===== src/rtl/fetch_queue_pkg.sv =====
// Shared types and constants for the instruction-fetch queue.
// Holds the reset fetch address, instruction width, FSM encoding and queue entry layout.
// Also provides the word-alignment helper applied to redirect targets.
package fetch_queue_pkg;

  localparam int unsigned INSTR_WIDTH    = 32;
  localparam int unsigned ENTRY_WIDTH    = 2 * INSTR_WIDTH;
  localparam logic [31:0] FETCH_RESET_PC = 32'h0000_3000;

  typedef enum logic [1:0] {
    FQ_REQ  = 2'd0,
    FQ_WAIT = 2'd1,
    FQ_DROP = 2'd2
  } fq_state_e;

  typedef struct packed {
    logic [31:0]            pc;
    logic [INSTR_WIDTH-1:0] instr;
  } fq_entry_t;

  // Redirect targets are forced onto a word boundary
  function automatic logic [31:0] align_pc(input logic [31:0] a);
    return {a[31:2], 2'b00};
  endfunction

endpackage


===== src/rtl/fetch_queue_fifo.sv =====
// Synchronous FIFO holding {pc, instr} entries for the fetch queue.
// Latency: a push is visible at dout on the next cycle if the FIFO was empty.
// Backpressure: none internally; the producer reserves space, and pushing into a full FIFO is an assertion error.
module fetch_queue_fifo #(
  parameter int unsigned DEPTH = 4,
  parameter int unsigned WIDTH = 64
) (
  input  logic                   clk,
  input  logic                   rst,
  input  logic                   clr,
  input  logic                   push,
  input  logic                   pop,
  input  logic [WIDTH-1:0]       din,
  output logic [WIDTH-1:0]       dout,
  output logic [$clog2(DEPTH):0] count
);

  localparam int unsigned AW = $clog2(DEPTH);
  localparam int unsigned CW = AW + 1;

  logic [WIDTH-1:0] mem_q [DEPTH];
  logic [AW-1:0]    wr_ptr_q;
  logic [AW-1:0]    rd_ptr_q;
  logic [CW-1:0]    count_q;

  // Storage, pointers (wrapping modulo DEPTH) and occupancy; clear drops all entries
  always_ff @(posedge clk) begin
    if (rst) begin
      wr_ptr_q <= '0;
      rd_ptr_q <= '0;
      count_q  <= '0;
      for (int unsigned i = 0; i < DEPTH; i++) begin
        mem_q[AW'(i)] <= '0;
      end
    end else if (clr) begin
      wr_ptr_q <= '0;
      rd_ptr_q <= '0;
      count_q  <= '0;
    end else begin
      if (push) begin
        mem_q[wr_ptr_q] <= din;
        wr_ptr_q        <= wr_ptr_q + AW'(1);
      end
      if (pop) begin
        rd_ptr_q <= rd_ptr_q + AW'(1);
      end
      count_q <= count_q + CW'(push) - CW'(pop);
    end
  end

  // A push into a full FIFO means upstream space reservation was broken
  always_ff @(posedge clk) begin
    if (!rst && !clr) begin
      assert (!(push && (count_q == CW'(DEPTH))));
    end
  end

  assign dout  = mem_q[rd_ptr_q];
  assign count = count_q;

endmodule


===== src/rtl/fetch_queue.sv =====
// Instruction-fetch front end: sequential fetch with one outstanding imem request, buffered {pc, instr} to decode.
// Latency: grant in cycle N, response in N+1, ir_valid in N+2; throughput one word per two cycles.
// Backpressure: requests stop while the queue is full; redirect flushes the queue. Optional counters: FETCH_STAT_EN.
module fetch_queue
  import fetch_queue_pkg::*;
#(
  parameter int unsigned DEPTH    = 4,
  parameter logic [31:0] RESET_PC = FETCH_RESET_PC
) (
  input  logic                   clk,
  input  logic                   rst,
  input  logic                   redirect,
  input  logic [31:0]            redirect_pc,
  output logic                   imem_req,
  output logic [31:0]            imem_addr,
  input  logic                   imem_gnt,
  input  logic                   imem_rvalid,
  input  logic [INSTR_WIDTH-1:0] imem_rdata,
  output logic                   ir_valid,
  input  logic                   ir_ready,
  output logic [INSTR_WIDTH-1:0] ir_instr,
  output logic [31:0]            ir_pc
`ifdef FETCH_STAT_EN
  ,
  output logic [31:0]            stat_fetched,
  output logic [31:0]            stat_stall,
  output logic [31:0]            stat_flush
`endif
);

  localparam int unsigned CW = $clog2(DEPTH) + 1;

  fq_state_e   state_q, state_d;
  logic [31:0] fetch_pc_q, fetch_pc_d;
  logic [CW-1:0] count;
  logic        push;
  logic        pop;
  fq_entry_t   push_entry;
  fq_entry_t   head;

  // Space is reserved at request time, so a granted response always fits
  assign imem_req  = !rst && (state_q == FQ_REQ) && (count < CW'(DEPTH)) && !redirect;
  assign imem_addr = fetch_pc_q;

  assign ir_valid  = (count != '0);
  assign pop       = ir_valid && ir_ready && !redirect;
  assign push_entry = '{pc: fetch_pc_q, instr: imem_rdata};

  // Next state and fetch address; redirect overrides every other event in its cycle
  always_comb begin
    state_d    = state_q;
    fetch_pc_d = fetch_pc_q;
    push       = 1'b0;
    if (redirect) begin
      fetch_pc_d = align_pc(redirect_pc);
      unique case (state_q)
        FQ_REQ:  state_d = imem_gnt    ? FQ_DROP : FQ_REQ;
        FQ_WAIT: state_d = imem_rvalid ? FQ_REQ  : FQ_DROP;
        FQ_DROP: state_d = imem_rvalid ? FQ_REQ  : FQ_DROP;
        default: state_d = FQ_REQ;
      endcase
    end else begin
      unique case (state_q)
        FQ_REQ: begin
          if (imem_req && imem_gnt) state_d = FQ_WAIT;
        end
        FQ_WAIT: begin
          if (imem_rvalid) begin
            push       = 1'b1;
            fetch_pc_d = fetch_pc_q + 32'd4;
            state_d    = FQ_REQ;
          end
        end
        FQ_DROP: begin
          if (imem_rvalid) state_d = FQ_REQ;
        end
        default: state_d = FQ_REQ;
      endcase
    end
  end

  // FSM state and fetch address registers
  always_ff @(posedge clk) begin
    if (rst) begin
      state_q    <= FQ_REQ;
      fetch_pc_q <= RESET_PC;
    end else begin
      state_q    <= state_d;
      fetch_pc_q <= fetch_pc_d;
    end
  end

  fetch_queue_fifo #(
    .DEPTH (DEPTH),
    .WIDTH (ENTRY_WIDTH)
  ) u_fifo (
    .clk   (clk),
    .rst   (rst),
    .clr   (redirect),
    .push  (push),
    .pop   (pop),
    .din   (push_entry),
    .dout  (head),
    .count (count)
  );

  assign ir_instr = head.instr;
  assign ir_pc    = head.pc;

`ifdef FETCH_STAT_EN
  logic [31:0] stat_fetched_q, stat_stall_q, stat_flush_q;

  // Event counters: pushes, full-and-blocked cycles, redirects; all wrap
  always_ff @(posedge clk) begin
    if (rst) begin
      stat_fetched_q <= '0;
      stat_stall_q   <= '0;
      stat_flush_q   <= '0;
    end else begin
      if (push) stat_fetched_q <= stat_fetched_q + 32'd1;
      if ((count == CW'(DEPTH)) && ir_valid && !ir_ready) stat_stall_q <= stat_stall_q + 32'd1;
      if (redirect) stat_flush_q <= stat_flush_q + 32'd1;
    end
  end

  assign stat_fetched = stat_fetched_q;
  assign stat_stall   = stat_stall_q;
  assign stat_flush   = stat_flush_q;
`endif

endmodule


===== config.mk =====
export PLATFORM = sky130hd
export DESIGN_NAME = fetch_queue
export DESIGN_NICKNAME = d
export VERILOG_FILES = /design/src/rtl/fetch_queue_pkg.sv /design/src/rtl/fetch_queue_fifo.sv /design/src/rtl/fetch_queue.sv
export SDC_FILE = /design/constraint.sdc
export NUM_CORES = 1
export LEC_CHECK = 0
export BUFFER_PORTS_ARGS = -buffer_cell sky130_fd_sc_hd__buf_2
export CAP_MARGIN = 10
export CELL_PAD_IN_SITES_DETAIL_PLACEMENT = 1
export CELL_PAD_IN_SITES_GLOBAL_PLACEMENT = 1
export CORE_AREA = 2 2 169 171
export DETAILED_ROUTE_END_ITERATION = 7
export DIE_AREA = 0 0 171 173
export PLACE_DENSITY = 0.75
export RECOVER_POWER = 100
export SYNTH_ARGS = -nofsm -noshare
export SYNTH_HDL_FRONTEND = slang
export SYNTH_SLANG_ARGS = --single-unit

===== constraint.sdc =====
create_clock -name clk -period 8.59 [get_ports clk]
set_input_delay 0.859 -clock clk [delete_from_list [all_inputs] [get_ports clk]]
set_output_delay 0.859 -clock clk [all_outputs]
set_load 0.05 [all_outputs]

==> results by group <==
Outcome
  • Status: finished with violations
  • Failing checks: max-capacitance violations, max-slew violations

Cells and area
  • Seq. cell area: just over 8000 µm²
  • Area of the multi-input gates: about 4400 µm²
  • Post-route insts no fill: ~1,500
  • Fin nets: about 1,100
  • FILL cells: about 2,800
  • Final non-filler cell area: between 10,000 and 15,000 µm²
  • # diodes: 0
  • Area grow syn2layout: 13.8%
  • Layout cells sized above 1: between 10% and 20%

Place
  • Pre-CTS worst setup slack: 4.27 ns
  • Post-DP HPWL: about 19 mm
  • # port buffers: 161
  • Placer Congestion: 0.756
  • Placed inst area: approximately 14,000 µm²
  • Cell total after placement: 1,397

Min path
  • Worst hold path class: reg -> reg
  • Hold path start: state_q[1]

Clocking
  • Cts repair resizes: 0
  • Hold Buf Count CTS: 0
  • Htree depth: 1
  • Clk Latency, worst-skew pair: 0.55 ns
  • Num CTS Buffers: 31
  • CTS Buffer Depth: 3
  • CTS tree: done
  • Clock Tree Root: clkbuf_16
  • Post-CTS setup buffers: 0
  • Clock sinks: between 200 and 300
  • Clock-pin slew on the worst setup and hold paths: around 0.06 ns

Route
  • Vias: 8,047
  • Antenna-violating nets left: 0
  • Via/cell ratio: around 5.5
  • DRT Wirelength: approximately 31 mm
  • Remaining DRCs: 0
  • Post-DR wirelength/cell: approximately 22 µm
  • Initial DRC count: around 600
  • Drt first pass iters: 5

Yosys
  • Netlist cell types: 60
  • Top-area cell type share of the netlist area: a little under three fifths
  • Seq/Total Area, Yosys: between 60 and 70%
  • Area of the mapped netlist: ~13,000 µm²
  • Post-Syn Instances: slightly above 900
  • Post-synth EDFFs: ~250
  • Top cells by count, synth: edfxtp_1 (248), and2_1 (221), mux4_2 (62)
  • Ranking of synthesized cells by area: edfxtp_1 (57%), mux4_2 (11%), and2_1 (11%)
  • Yosys warnings: 0
  • Syn avg cell area: 14.3 µm²
  • Ys flop type: edfxtp_1
  • Cell with the most instances after synthesis: edfxtp_1
  • Dominant cell type by area after synthesis: edfxtp_1
  • Post-synth ARST share: 0%
  • Synthesized flop and latch total: about 290

Pwr
  • P_int: 0.00234 W
  • Lkg Pwr: ~5.1 nW
  • Clk network pwr share: between 40 and 50%
  • Seq pwr share: a little over half
  • Net Sw Power: between 0.0007 and 0.0008 W
  • Logic gate share of total power: under 10%
  • PwrDens: approximately 210 nW/µm²
  • Peak VDD IR: 140 µV
  • Sw frac: 23.5%

STA
  • Final period utilization: between 60% and 70%
  • Peak Freq: between 150 and 200 MHz
  • Final WS setup: slightly above 3 ns
  • RSZ-0062 raised after global routing: false
  • Max_slew headroom: -124%
  • Clk_skew: 0.0188 ns
  • Tmin final: about 5.5 ns
  • # setup viols final: 0
  • WHS: 0.493 ns
  • Worst slew pin tran: 3.36 ns
  • Setup TNS: 0 ns
  • Fin. max-slew vios: 320
  • Hold Fails Final Rpt: 0

Global route
  • Vias in the first global route: 8,482
  • Grt total ovfl: 0
  • First-pass GRT wire length: approximately 50 mm
  • GR Util All Layers: a little over a fifth
  • Initial antenna violation count: 0
  • Largest net degree at the start of global routing: 63

Critical path
  • Critical path origin: rst
  • Critical path class: in -> reg
  • WP data arrival: 5.64 ns
  • Crit path required time: between 8 and 9 ns
  • Crit Path Max Fanout: 62
  • CP Capture Type: flop
  • Worst r2r src: state_q[0]
  • Worst setup SP type: input pin

Floorplan
  • Core ar.: ~28,000 µm²
  • Core Rows: 61
  • Die Y: approximately 170 µm
  • Die ar.: just under 30,000 µm²
  • IO Pins: around 170
  • Chip width: approximately 170 µm
  • Starting density of the core: about 47%

Job
  • Maxcap violations: 7
[flip-flops by register name, indices dropped and copies added (netlist names), named ones only]
name             cells
imem_addr           30
state_q              2
u_fifo.count         3
u_fifo.mem_q       248
u_fifo.rd_ptr_q      2
u_fifo.wr_ptr_q      2
[routing by layer]
layer / GRT usage (%) / wire length, µm / share of wire [%] / vias up
met3: 2.59 / 1440 / 4.6 / 35
met1: 28.7 / 13700 / 44 / 4118
met4: 4.73 / 491 / 1.6 / 0
met2: 36.9 / 15800 / 50 / 214
li1: - / - / - / 3680
met5: 0 / 0 / 0 / -
[per-stage QoR]
step | power, W | util (%)
after CTS | 0.00309 | 54.7
final | 0.00306 | 54.0
after floorplan | 0.00178 | -
after global routing | 0.00315 | 54.0
after global placement | 0.00185 | 51.3
after detailed placement | 0.00186 | 51.3
[area by class of cell]
| cell class | count | area share (%) |
|---|---|---|
| flip-flops and latches | 289 | 55.5 |
| clock buffers | 45 | 5.76 |
| repair buffers | 173 | 5.04 |
| multi-input cells | 538 | 29.5 |
| clock inverters | 11 | 0.520 |
| well taps | 378 | 3.17 |
| inverters | 19 | 0.478 |
[path summary, 6_finish.rpt]
path | slack [ns] | end | depth (start not counted)
worst min register to register | 0.49 | state_q[1] | 2
worst max register to register | 3.62 | u_fifo.mem_q[0][53] | 7
worst min-delay path | 0.49 | state_q[1] | 2
worst max-delay path | 3.11 | u_fifo.mem_q[0][53] | 7
[critical path, cell delays in order]
cell	delay, ns
clkbuf_1	0.61
nand4bb_1	0.43
clkbuf_1	0.51
nor3_1	1.63
clkbuf_1	0.58
or2_2	0.22
buf_4	0.74
[cells by family (layout without fill, tap and decap cells)]
kind of cell | Yosys count | count (layout) | synth area share (%)
AND/OR/NAND/NOR | 389 | 389 | 17.6
flip-flops | 289 | 289 | 63.1
buffers and inverters | 92 | 248 | 3.40
AO/OA/AOI/OAI | 62 | 62 | 3.49
multiplexers | 62 | 62 | 10.7
XOR/XNOR | 14 | 14 | 0.936
adder cells (fa/ha/maj) | 7 | 7 | 0.726
other | 1 | 4 | 0.0286
[power by group through the flow]
stage	clock network, W	registers [W]	logic [W]
finish	0.00124	0.00161	0.000210
global route	0.00131	0.00162	0.000225
CTS	0.00127	0.00161	0.000220
detailed placement	0	0.00164	0.000219
global placement	0	0.00163	0.000217
floorplan	0	0.00166	0.000124
[placed cells by master, fill, tap and decap left out, drive strengths merged, types with 3 or more instances in the layout]
cell type    n
a311oi      13
and4         5
nor3        14
edfxtp     248
clkbuf     146
buf         72
a31o         3
or4          8
a21oi        8
xnor2       12
ha           6
dfxtp       41
and2       227
clkinv      12
conb         4
or3          8
nor4        24
nor2        36
inv         16
nand4       13
mux4        62
o31ai        8
a211oi       5
o21ai       11
nand3       17
nand2       23
and3         3
Power figures use the tool's default switching activity.
